File: src/rtl/regfile_write_ctrl_if.sv
// Write-request channel from the datapath into the register-file write queue.
interface regfile_write_ctrl_if #(
  parameter int WIDTH = 32,
  parameter int AW    = 5
);
  logic             wr_valid;
  logic             wr_ready;
  logic [AW-1:0]    wr_addr;
  logic [WIDTH-1:0] wr_data;

  modport master (output wr_valid, output wr_addr, output wr_data, input  wr_ready);
  modport slave  (input  wr_valid, input  wr_addr, input  wr_data, output wr_ready);
endinterface

File: src/rtl/regfile_write_ctrl.sv
// Register-file write side: queues write requests and commits one per cycle
// as a registered one-hot enable, flagging reads that hit uncommitted writes.
module regfile_write_ctrl #(
  parameter int WIDTH = 32,
  parameter int NREGS = 32,
  parameter int DEPTH = 4,
  localparam int AW   = $clog2(NREGS),
  localparam int PW   = $clog2(DEPTH),
  localparam int CW   = $clog2(DEPTH) + 1
) (
  input  logic                 clk,
  input  logic                 rst,
  regfile_write_ctrl_if.slave  wr,
  input  logic                 stall,
  input  logic                 flush,
  input  logic [AW-1:0]        rd_addr,
  output logic                 hazard,
  output logic [NREGS-1:0]     reg_we,
  output logic [WIDTH-1:0]     reg_wdata,
  output logic [CW-1:0]        count
);

  typedef enum logic {IDLE, ACTIVE} state_e;

  logic [AW-1:0]    addr_q [DEPTH];
  logic [WIDTH-1:0] data_q [DEPTH];

  logic [PW-1:0]    wptr_q, wptr_d;
  logic [PW-1:0]    rptr_q, rptr_d;
  logic [CW-1:0]    count_q, count_d;
  logic [NREGS-1:0] reg_we_q, reg_we_d;
  logic [WIDTH-1:0] reg_wdata_q, reg_wdata_d;
  state_e           state_q, state_d;

  logic push, push_ok, pop;

  // wr_ready looks only at occupancy, never at a same-cycle pop
  assign wr.wr_ready = (count_q != CW'(DEPTH));
  assign push        = wr.wr_valid && wr.wr_ready;
  assign push_ok     = push && !flush;
  assign pop         = (count_q != '0) && !stall && !flush;

  always_comb begin
    wptr_d      = wptr_q;
    rptr_d      = rptr_q;
    count_d     = count_q;
    reg_we_d    = '0;
    reg_wdata_d = reg_wdata_q;
    if (flush) begin
      wptr_d  = '0;
      rptr_d  = '0;
      count_d = '0;
    end else begin
      if (push_ok) wptr_d = wptr_q + PW'(1);
      if (pop) begin
        rptr_d      = rptr_q + PW'(1);
        reg_wdata_d = data_q[rptr_q];
        // register 0 is hardwired and out-of-range addresses match no bit
        for (int unsigned i = 1; i < NREGS; i++) begin
          if (addr_q[rptr_q] == AW'(i)) reg_we_d[i] = 1'b1;
        end
      end
      case ({push_ok, pop})
        2'b10:   count_d = count_q + CW'(1);
        2'b01:   count_d = count_q - CW'(1);
        default: count_d = count_q;
      endcase
    end
  end

  always_comb begin
    state_d = state_q;
    case (state_q)
      IDLE:    if (push_ok) state_d = ACTIVE;
      ACTIVE:  if (count_d == '0) state_d = IDLE;
      default: state_d = IDLE;
    endcase
  end

  always_ff @(posedge clk) begin
    if (rst) begin
      wptr_q      <= '0;
      rptr_q      <= '0;
      count_q     <= '0;
      reg_we_q    <= '0;
      reg_wdata_q <= '0;
      state_q     <= IDLE;
    end else begin
      wptr_q      <= wptr_d;
      rptr_q      <= rptr_d;
      count_q     <= count_d;
      reg_we_q    <= reg_we_d;
      reg_wdata_q <= reg_wdata_d;
      state_q     <= state_d;
    end
  end

  always_ff @(posedge clk) begin
    if (!rst && push_ok) begin
      addr_q[wptr_q] <= wr.wr_addr;
      data_q[wptr_q] <= wr.wr_data;
    end
  end

  always_comb begin
    hazard = 1'b0;
    for (int unsigned i = 0; i < DEPTH; i++) begin
      logic [PW-1:0] off;
      off = PW'(i) - rptr_q;
      if (({1'b0, off} < count_q) && (addr_q[i] == rd_addr)) hazard = 1'b1;
    end
    // the in-flight enable covers the write landing at the next edge
    for (int unsigned i = 0; i < NREGS; i++) begin
      if (reg_we_q[i] && (rd_addr == AW'(i))) hazard = 1'b1;
    end
    if (rd_addr == '0) hazard = 1'b0;
  end

  assign reg_we    = reg_we_q;
  assign reg_wdata = reg_wdata_q;
  assign count     = count_q;

endmodule
File: src/flat_wrapper.sv
// flat-port wrapper written by rule: the top's interface ports become plain ports
module regfile_write_ctrl_flat 
#(
  parameter int WIDTH = 32,
  parameter int NREGS = 32,
  parameter int DEPTH = 4,
  localparam int AW   = $clog2(NREGS),
  localparam int PW   = $clog2(DEPTH),
  localparam int CW   = $clog2(DEPTH) + 1
)
  (clk, rst, stall, flush, rd_addr, hazard, reg_we, reg_wdata, count, wr_wr_valid, wr_wr_addr, wr_wr_data, wr_wr_ready);
  regfile_write_ctrl_if #(.WIDTH(WIDTH)) wr_i ();
  input  logic clk;
  input  logic rst;
  input  logic stall;
  input  logic flush;
  input  logic [AW-1:0] rd_addr;
  output logic hazard;
  output logic [NREGS-1:0] reg_we;
  output logic [WIDTH-1:0] reg_wdata;
  output logic [CW-1:0] count;
  input wire logic [$bits(wr_i.wr_valid)-1:0] wr_wr_valid;
  input wire logic [$bits(wr_i.wr_addr)-1:0] wr_wr_addr;
  input wire logic [$bits(wr_i.wr_data)-1:0] wr_wr_data;
  output wire logic [$bits(wr_i.wr_ready)-1:0] wr_wr_ready;
  assign wr_i.wr_valid = wr_wr_valid;
  assign wr_i.wr_addr = wr_wr_addr;
  assign wr_i.wr_data = wr_wr_data;
  assign wr_wr_ready = wr_i.wr_ready;
  regfile_write_ctrl #(.WIDTH(WIDTH), .NREGS(NREGS), .DEPTH(DEPTH)) u_core (.clk(clk), .rst(rst), .wr(wr_i), .stall(stall), .flush(flush), .rd_addr(rd_addr), .hazard(hazard), .reg_we(reg_we), .reg_wdata(reg_wdata), .count(count));
endmodule
File: config.mk
export PLATFORM = sky130hd
export DESIGN_NAME = regfile_write_ctrl_flat
export DESIGN_NICKNAME = d
export VERILOG_FILES = /design/src/rtl/regfile_write_ctrl_if.sv /design/src/rtl/regfile_write_ctrl.sv /design/src/flat_wrapper.sv
export SDC_FILE = /design/constraint.sdc
export NUM_CORES = 1
export LEC_CHECK = 0
export ABC_CLOCK_PERIOD_IN_PS = 2450
export BUFFER_PORTS_ARGS = -buffer_cell sky130_fd_sc_hd__buf_2
export CAP_MARGIN = 20
export CORE_AREA = 2 2 123 185
export CTS_CLUSTER_SIZE = 40
export DETAILED_ROUTE_END_ITERATION = 8
export DIE_AREA = 0 0 125 187
export HOLD_SLACK_MARGIN = 0.02
export PLACE_DENSITY = 0.62
export SLEW_MARGIN = 20
export SYNTH_ARGS = -nofsm -noshare
export SYNTH_HDL_FRONTEND = slang
export SYNTH_SLANG_ARGS = --single-unit
File: constraint.sdc
create_clock -name clk -period 2.45 [get_ports clk]
set_clock_uncertainty 0.1 [all_clocks]
set_input_delay 0.1225 -clock clk [delete_from_list [all_inputs] [get_ports clk]]
set_output_delay 0.1225 -clock clk [all_outputs]
set_load 0.02 [all_outputs]
# After elaboration in Yosys (flattened, before gate mapping)
# Memories as Yosys holds them, arrays and structs flattened. A register that Yosys moved wholly into a read port is not among the register bits.
# Index checks and enable logic that the tools add are counted.
[totals] ff_bits=39 ram_bits=148 in_bits=47 out_inout_bits=69 wordCells=213 memories=2
[mem_list] name="u_core.data_q" depth=4 width=32 rd=1 rd_ports_with_merged_regs=1 wr=1 line_no="regfile_write_ctrl.sv:26" text="logic [WIDTH-1:0] data_q [DEPTH];"
[mem_list] name="u_core.addr_q" depth=4 width=5 rd=5 rd_ports_with_merged_regs=1 wr=1 line_no="regfile_write_ctrl.sv:25" text="logic [AW-1:0] addr_q [DEPTH];"
[classes] addsub=8 magnitude_cmp=4 eq_ne=69 muxes=73 bitwise=2 n_reduce_logical=50
[op_table] cell="5-bit equality test (second input constant)" count=32
[op_table] cell="5-bit by 4-bit equality test with 1-bit output (second input constant)" count=16
[op_table] cell="1-bit 2-to-1 mux" count=70
[op_table] cell="1-bit logical AND" count=41
[op_table] cell="5-bit by 3-bit equality test with 1-bit output (second input constant)" count=8
[op_table] cell="5-bit by 2-bit equality test with 1-bit output (second input constant)" count=4
[op_table] cell="5-bit equality test" count=4
[op_table] cell="2-bit by 3-bit < comparator with 1-bit output" count=4
[op_table] cell="5-bit by 1-bit equality test with 1-bit output (second input constant)" count=2
[op_table] cell="3-bit case mux with 2 select lines" count=1
[op_table] cell="5-bit zero test" count=1
[op_table] cell="2-bit by 1-bit adder with 2-bit output (second input constant)" count=2
[op_table] cell="2-bit 2-to-1 mux" count=2
[op_table] cell="1-bit by 2-bit subtractor with 2-bit output (first input constant)" count=2
[op_table] cell="2-bit subtractor (first input constant)" count=2
[op_table] cell="3-bit by 1-bit adder with 3-bit output (second input constant)" count=1
[op_table] cell="1-bit zero test" count=3
[op_table] cell="3-bit != test (second input constant)" count=1
[op_table] cell="3-bit nonzero test" count=1
[op_table] cell="3-bit OR reduction" count=1
[op_table] cell="3-bit by 1-bit subtractor with 3-bit output (second input constant)" count=1
[op_table] cell="2-bit by 1-bit equality test with 1-bit output (second input constant)" count=1
[op_table] cell="2-bit equality test (second input constant)" count=1
[op_table] cell="1-bit NOT" count=2
[op_table] cell="3 further kinds" count=3

# Longest topological paths before layout
[logic_depth] word_depth=40 depth_mapped=12 ltp_nobuf=10

# Worst setup path before layout
# Ideal clock, no wire load.
[synth_timing] kind="register -> register" startpoint="register u_core.count_q[2] (netlist: u_core.count[2])" endpoint="register u_core.count_q[2] (netlist: u_core.count[2])" setup_time_ps=70 t_arrival_ps=2500 t_required_ps=2280 setup_slack_ps=-220 path_stages_with_launch=13 path_buffers=3 synth_period_minus_slack_ps=2670 cell_sequence="dfxtp_1 > buf_4 > nor3_2 > or3_1 > buf_6 > inv_2 > buf_4 > ha_1 > inv_1 > fa_1 > xor2_1 > or3_1 > a21oi_1"
[synth_via] elab_chain_cells=5 word_cells_on_any_way=12 cone_classes="add/sub (2); eq/ne (3); mux (1); reduce/logical (6)"
[synth_lines] element="start: declaration" line_no="regfile_write_ctrl.sv:30" text="logic [CW-1:0] count_q, count_d;"
[synth_lines] element="start signal: assignment" line_no="regfile_write_ctrl.sv:91" text="count_q <= count_d;"
[synth_lines] element="3-bit nonzero test *" line_no="regfile_write_ctrl.sv:41" text="assign pop = (count_q != '0) && !stall && !flush;"
[synth_lines] element="1-bit logical AND * (2 in series)" line_no="regfile_write_ctrl.sv:41"
[synth_lines] element="named net u_core.pop" line_no="regfile_write_ctrl.sv:35" text="logic push, push_ok, pop;"
[synth_lines] element="2-bit by 1-bit equality test with 1-bit output or 2-bit equality test (tied branches)" line_no="regfile_write_ctrl.sv:63" text="case ({push_ok, pop})"
[synth_lines] element="3-bit case mux with 2 select lines or 2-bit nonzero test (tied branches)"
# The timed path passes the listed nets; every way through them passes the cells marked *.
# A chain may end at the register's enable or synchronous reset.

# Final worst setup path
[layout_timing] startpoint="register u_core.rptr_q[1]" endpoint="output port hazard"
[layout_via] elab_chain_cells=40 word_cells_on_any_way=49 cone_classes="add/sub (4); order compare (4); mux (37); reduce/logical (4)"
[layout_lines] element="start: declaration" line_no="regfile_write_ctrl.sv:29" text="logic [PW-1:0] rptr_q, rptr_d;"
[layout_lines] element="start signal: assignment" line_no="regfile_write_ctrl.sv:90" text="rptr_q <= rptr_d;"
[layout_lines] element="1-bit by 2-bit subtractor with 2-bit output" line_no="regfile_write_ctrl.sv:109" text="off = PW'(i) - rptr_q;"
[layout_lines] element="2-bit by 3-bit < comparator with 1-bit output" line_no="regfile_write_ctrl.sv:110" text="if (({1'b0, off} < count_q) && (addr_q[i] == rd_addr)) hazard = 1'b1;"
[layout_lines] element="1-bit logical AND" line_no="regfile_write_ctrl.sv:110"
[layout_lines] element="1-bit 2-to-1 mux (3 in series)" line_no="regfile_write_ctrl.sv:110"
[layout_lines] element="1-bit 2-to-1 mux *" line_no="regfile_write_ctrl.sv:110"
[layout_lines] element="1-bit 2-to-1 mux * (32 in series)" line_no="regfile_write_ctrl.sv:114" text="if (reg_we_q[i] && (rd_addr == AW'(i))) hazard = 1'b1;"
[layout_lines] element="1-bit 2-to-1 mux *" line_no="regfile_write_ctrl.sv:116" text="if (rd_addr == '0) hazard = 1'b0;"
[layout_lines] element="end: declaration" line_no="flat_wrapper.sv:18" text="output logic hazard;"
# Every way passes the cells marked *; elsewhere a longest branch is shown, timed or not.

==> impl_metrics.env <==
export IMPL_outcome="finished clean"
export IMPL_ys_ff_latch=220
export IMPL_core_area_um2=22000
export IMPL_fin_crit_sh_pct=99.0
export IMPL_grt_pass1_vias=5569
export IMPL_die_w_um=125
export IMPL_rsz0062_at_grt="true"
export IMPL_r2r_start="u_core.count[1]"
export IMPL_insertion_delay_ns=0.49
export IMPL_synth_cell_types=54
export IMPL_hp_class="input port to register"
export IMPL_seq_area_um2=5900
export IMPL_critical_path_startpoint_type="register"
export IMPL_post_route_cell_area_um2=10700
export IMPL_drive_gt1_share_pct=31.4
export IMPL_endpoint_kind="output pin"
export IMPL_drt_wl_total_um=18800
export IMPL_globalplace_congestion=0.895
export IMPL_syn_area_per_cell_um2=14.7
export IMPL_row_count=67
export IMPL_powerDensity_nw_per_um2=697
export IMPL_final_cell_mix="edfxtp_1, buf_2, nand2_1, dfxtp_1, nor2_1"
export IMPL_slew_viol_final=0
export IMPL_numPortBuffers=114
export IMPL_dpl_cell_area_um2=9450
export IMPL_synth_top_cell_area_share_pct=51.8
export IMPL_crit_type="register to output pin"
export IMPL_min_from="flush"
export IMPL_finalCriticalPeriod_ns=2.43
export IMPL_cap_violations=0
export IMPL_die_area_um2=23400
export IMPL_synth_ff_type="edfxtp_1"
export IMPL_antenna_found_initial=0
export IMPL_synth_edf_count=148
export IMPL_layout_commonest_cell="edfxtp_1"
export IMPL_cp_required_ns=2.23
export IMPL_tritoncts="yes"
export IMPL_grt_max_degree=35
export IMPL_cp_slowest_cell="dfxtp_4"
export IMPL_grt_pass1_wl_um=29700
export IMPL_wl_per_cell_um=18.2
export IMPL_cts_sinks=220
export IMPL_cp_arrival_ns=2.20
export IMPL_dr_pass1_iters=4
export IMPL_critPathBufInv=2
export IMPL_max_freq_mhz=412
export IMPL_ys_seq_area_share_pct=68.6
export IMPL_synthCells=582
export IMPL_slew_headroom_pct=53.7
export IMPL_fin_cells=1028
export IMPL_nNetsFinal=795
export IMPL_cts_buffer_depth=3
export IMPL_crit_path_cell_trace="xnor2_4, inv_2, ha_4, nor2b_4, a2111oi_4, nor4_2, nand4_1, a2bb2oi_2, buf_6"
export IMPL_numCtsBuffers=20
export IMPL_crit_path_max_incr_delay_ns=0.37
export IMPL_ant_nets=0
export IMPL_vias_per_cell=5.12
export IMPL_n_fill_cell=1959
export IMPL_syn_to_final_growth_pct=24.3
export IMPL_path_clk_slew_ns=0.07
export IMPL_io_pins=116
export IMPL_synth_top_area_cell="edfxtp_1"
export IMPL_n_antenna_cell=0
export IMPL_cp_max_fo=4
export IMPL_ys_warn_count=0
export IMPL_drc_errors=0
export IMPL_finalHoldWorstSlack_ns=0.114
export IMPL_vias=5261
export IMPL_syn_area_um2=8580
export IMPL_first_iter_violations=234
export IMPL_start_util_pct=39.1
export IMPL_ir_worst_vdd_mv=0.586
export IMPL_die_h_um=187
export IMPL_syn_nets=639
export IMPL_synth_area_leaders="edfxtp_1, dfxtp_1, mux4_2, nand2_1, a21oi_1"
export IMPL_cp_startpoint="u_core.rptr_q[1]"
export IMPL_async_reset_ff_share_pct=0
export IMPL_overflow=0
export IMPL_worst_slew_pin_slew_ns=0.694
export IMPL_hpwl_um=12300
export IMPL_multi_input_area_um2=2560
export IMPL_hold_violations=0
export IMPL_cts_root_buf="clkbuf_16"
export IMPL_globalRouteTotalUtil_pct=15.9
export IMPL_setup_viol=0
export IMPL_p_leak_nw=3.75
export IMPL_cts_htree_levels=1
export IMPL_cpLargestDelayFamily="compound AO/OA/AOI/OAI gates"
export IMPL_dp_cells=949
## repair_timing
item	4_1_cts	5_1_grt
resized for setup	19	11
endpoints found under the setup margin	1	2
pin swaps	5	7
endpoints found under the hold margin	157	0
hold buffers	42	0
setup buffers	1	0
## worst reg2reg max path: cells and delay by family, from the launching register on
| family | cells | cell delay (ns) |
|---|---|---|
| AND/OR/NAND/NOR | 3 | 0.69 |
| adder cells (fa/ha/maj) | 2 | 0.52 |
| flip-flops | 1 | 0.36 |
| buffers and inverters | 3 | 0.26 |
| AO/OA/AOI/OAI | 1 | 0.16 |
| XOR/XNOR | 1 | 0.15 |
## cell families after synthesis
group | share of synthesized area [%]
compound gates | 4.24
xor+xnor | 2.65
fa+ha+maj | 1.55
buf+inv | 3.08
flops | 68.6
mux | 10.3
other cells | 0.0437
simple gates | 9.51
## layer usage
| metal | share of wire, % | global-route usage, % | vias up | routed length, µm |
|---|---|---|---|---|
| met2 | 55 | 30.8 | 150 | 10400 |
| met4 | 2.4 | 4.83 | 0 | 447 |
| met5 | 0 | 0 | - | 0 |
| met1 | 37 | 17.4 | 2642 | 7000 |
| li1 | - | - | 2437 | - |
| met3 | 4.9 | 2.77 | 32 | 919 |
## per-stage QoR
step           worst slack, ns  TNS [ns]  total power [mW]  util, %
3_3_place_gp             0.214         0              4.35     43.0
3_5_place_dp            0.0911         0              4.36     43.0
2_1_floorplan           -0.154    -0.154              4.25        -
4_1_cts                0.00182         0              7.50     48.3
5_1_grt                 -0.101    -0.101              7.68     48.6
6_report                0.0247         0              7.43     48.6
## worst paths after layout
kind,end,slack [ns],depth (start not counted)
worst max register to register,u_core.count[2],0.14,10
worst max-delay path,hazard,0.02,9
worst min register to register,u_core.reg_wdata[23],0.35,2
worst min-delay path,u_core.count[1],0.11,5
## flip-flops by register name, summed over array words and instances (netlist names), named ones only
name,count
u_core.wptr_q,2
u_core.count,3
u_core.reg_wdata,32
u_core.reg_we,31
u_core.rptr_q,2
u_core.data_q,128
u_core.addr_q,20
## cells in the mapped netlist (4+ instances only)
master	count
edfxtp_1	148
nand2_1	75
dfxtp_1	72
nor2_1	47
a21oi_1	38
mux4_2	37
xnor2_1	17
buf_2	13
clkbuf_1	11
inv_1	11
ha_1	9
xor2_1	9
buf_4	7
nand3_1	6
o21ai_0	6
a31oi_1	5
buf_6	5
nand2b_1	5
and2_1	4
nand3b_1	4
nand4_1	4
nor2b_1	4
## report_power, final
group | switching [mW] | internal, mW
Clock | 1.31 | 1.78
Combinational | 0.184 | 0.148
Sequential | 0.0148 | 3.99
## area by class of cell
type | count | share of cell area (%)
clock buffers | 24 | 5.03
clock inverters | 12 | 1.08
inverters | 12 | 0.446
multi-input cells | 313 | 24.0
flip-flops and latches | 220 | 55.3
well taps | 276 | 3.24
repair buffers | 171 | 10.9
No activity file was read; power rests on OpenSTA's default activity.
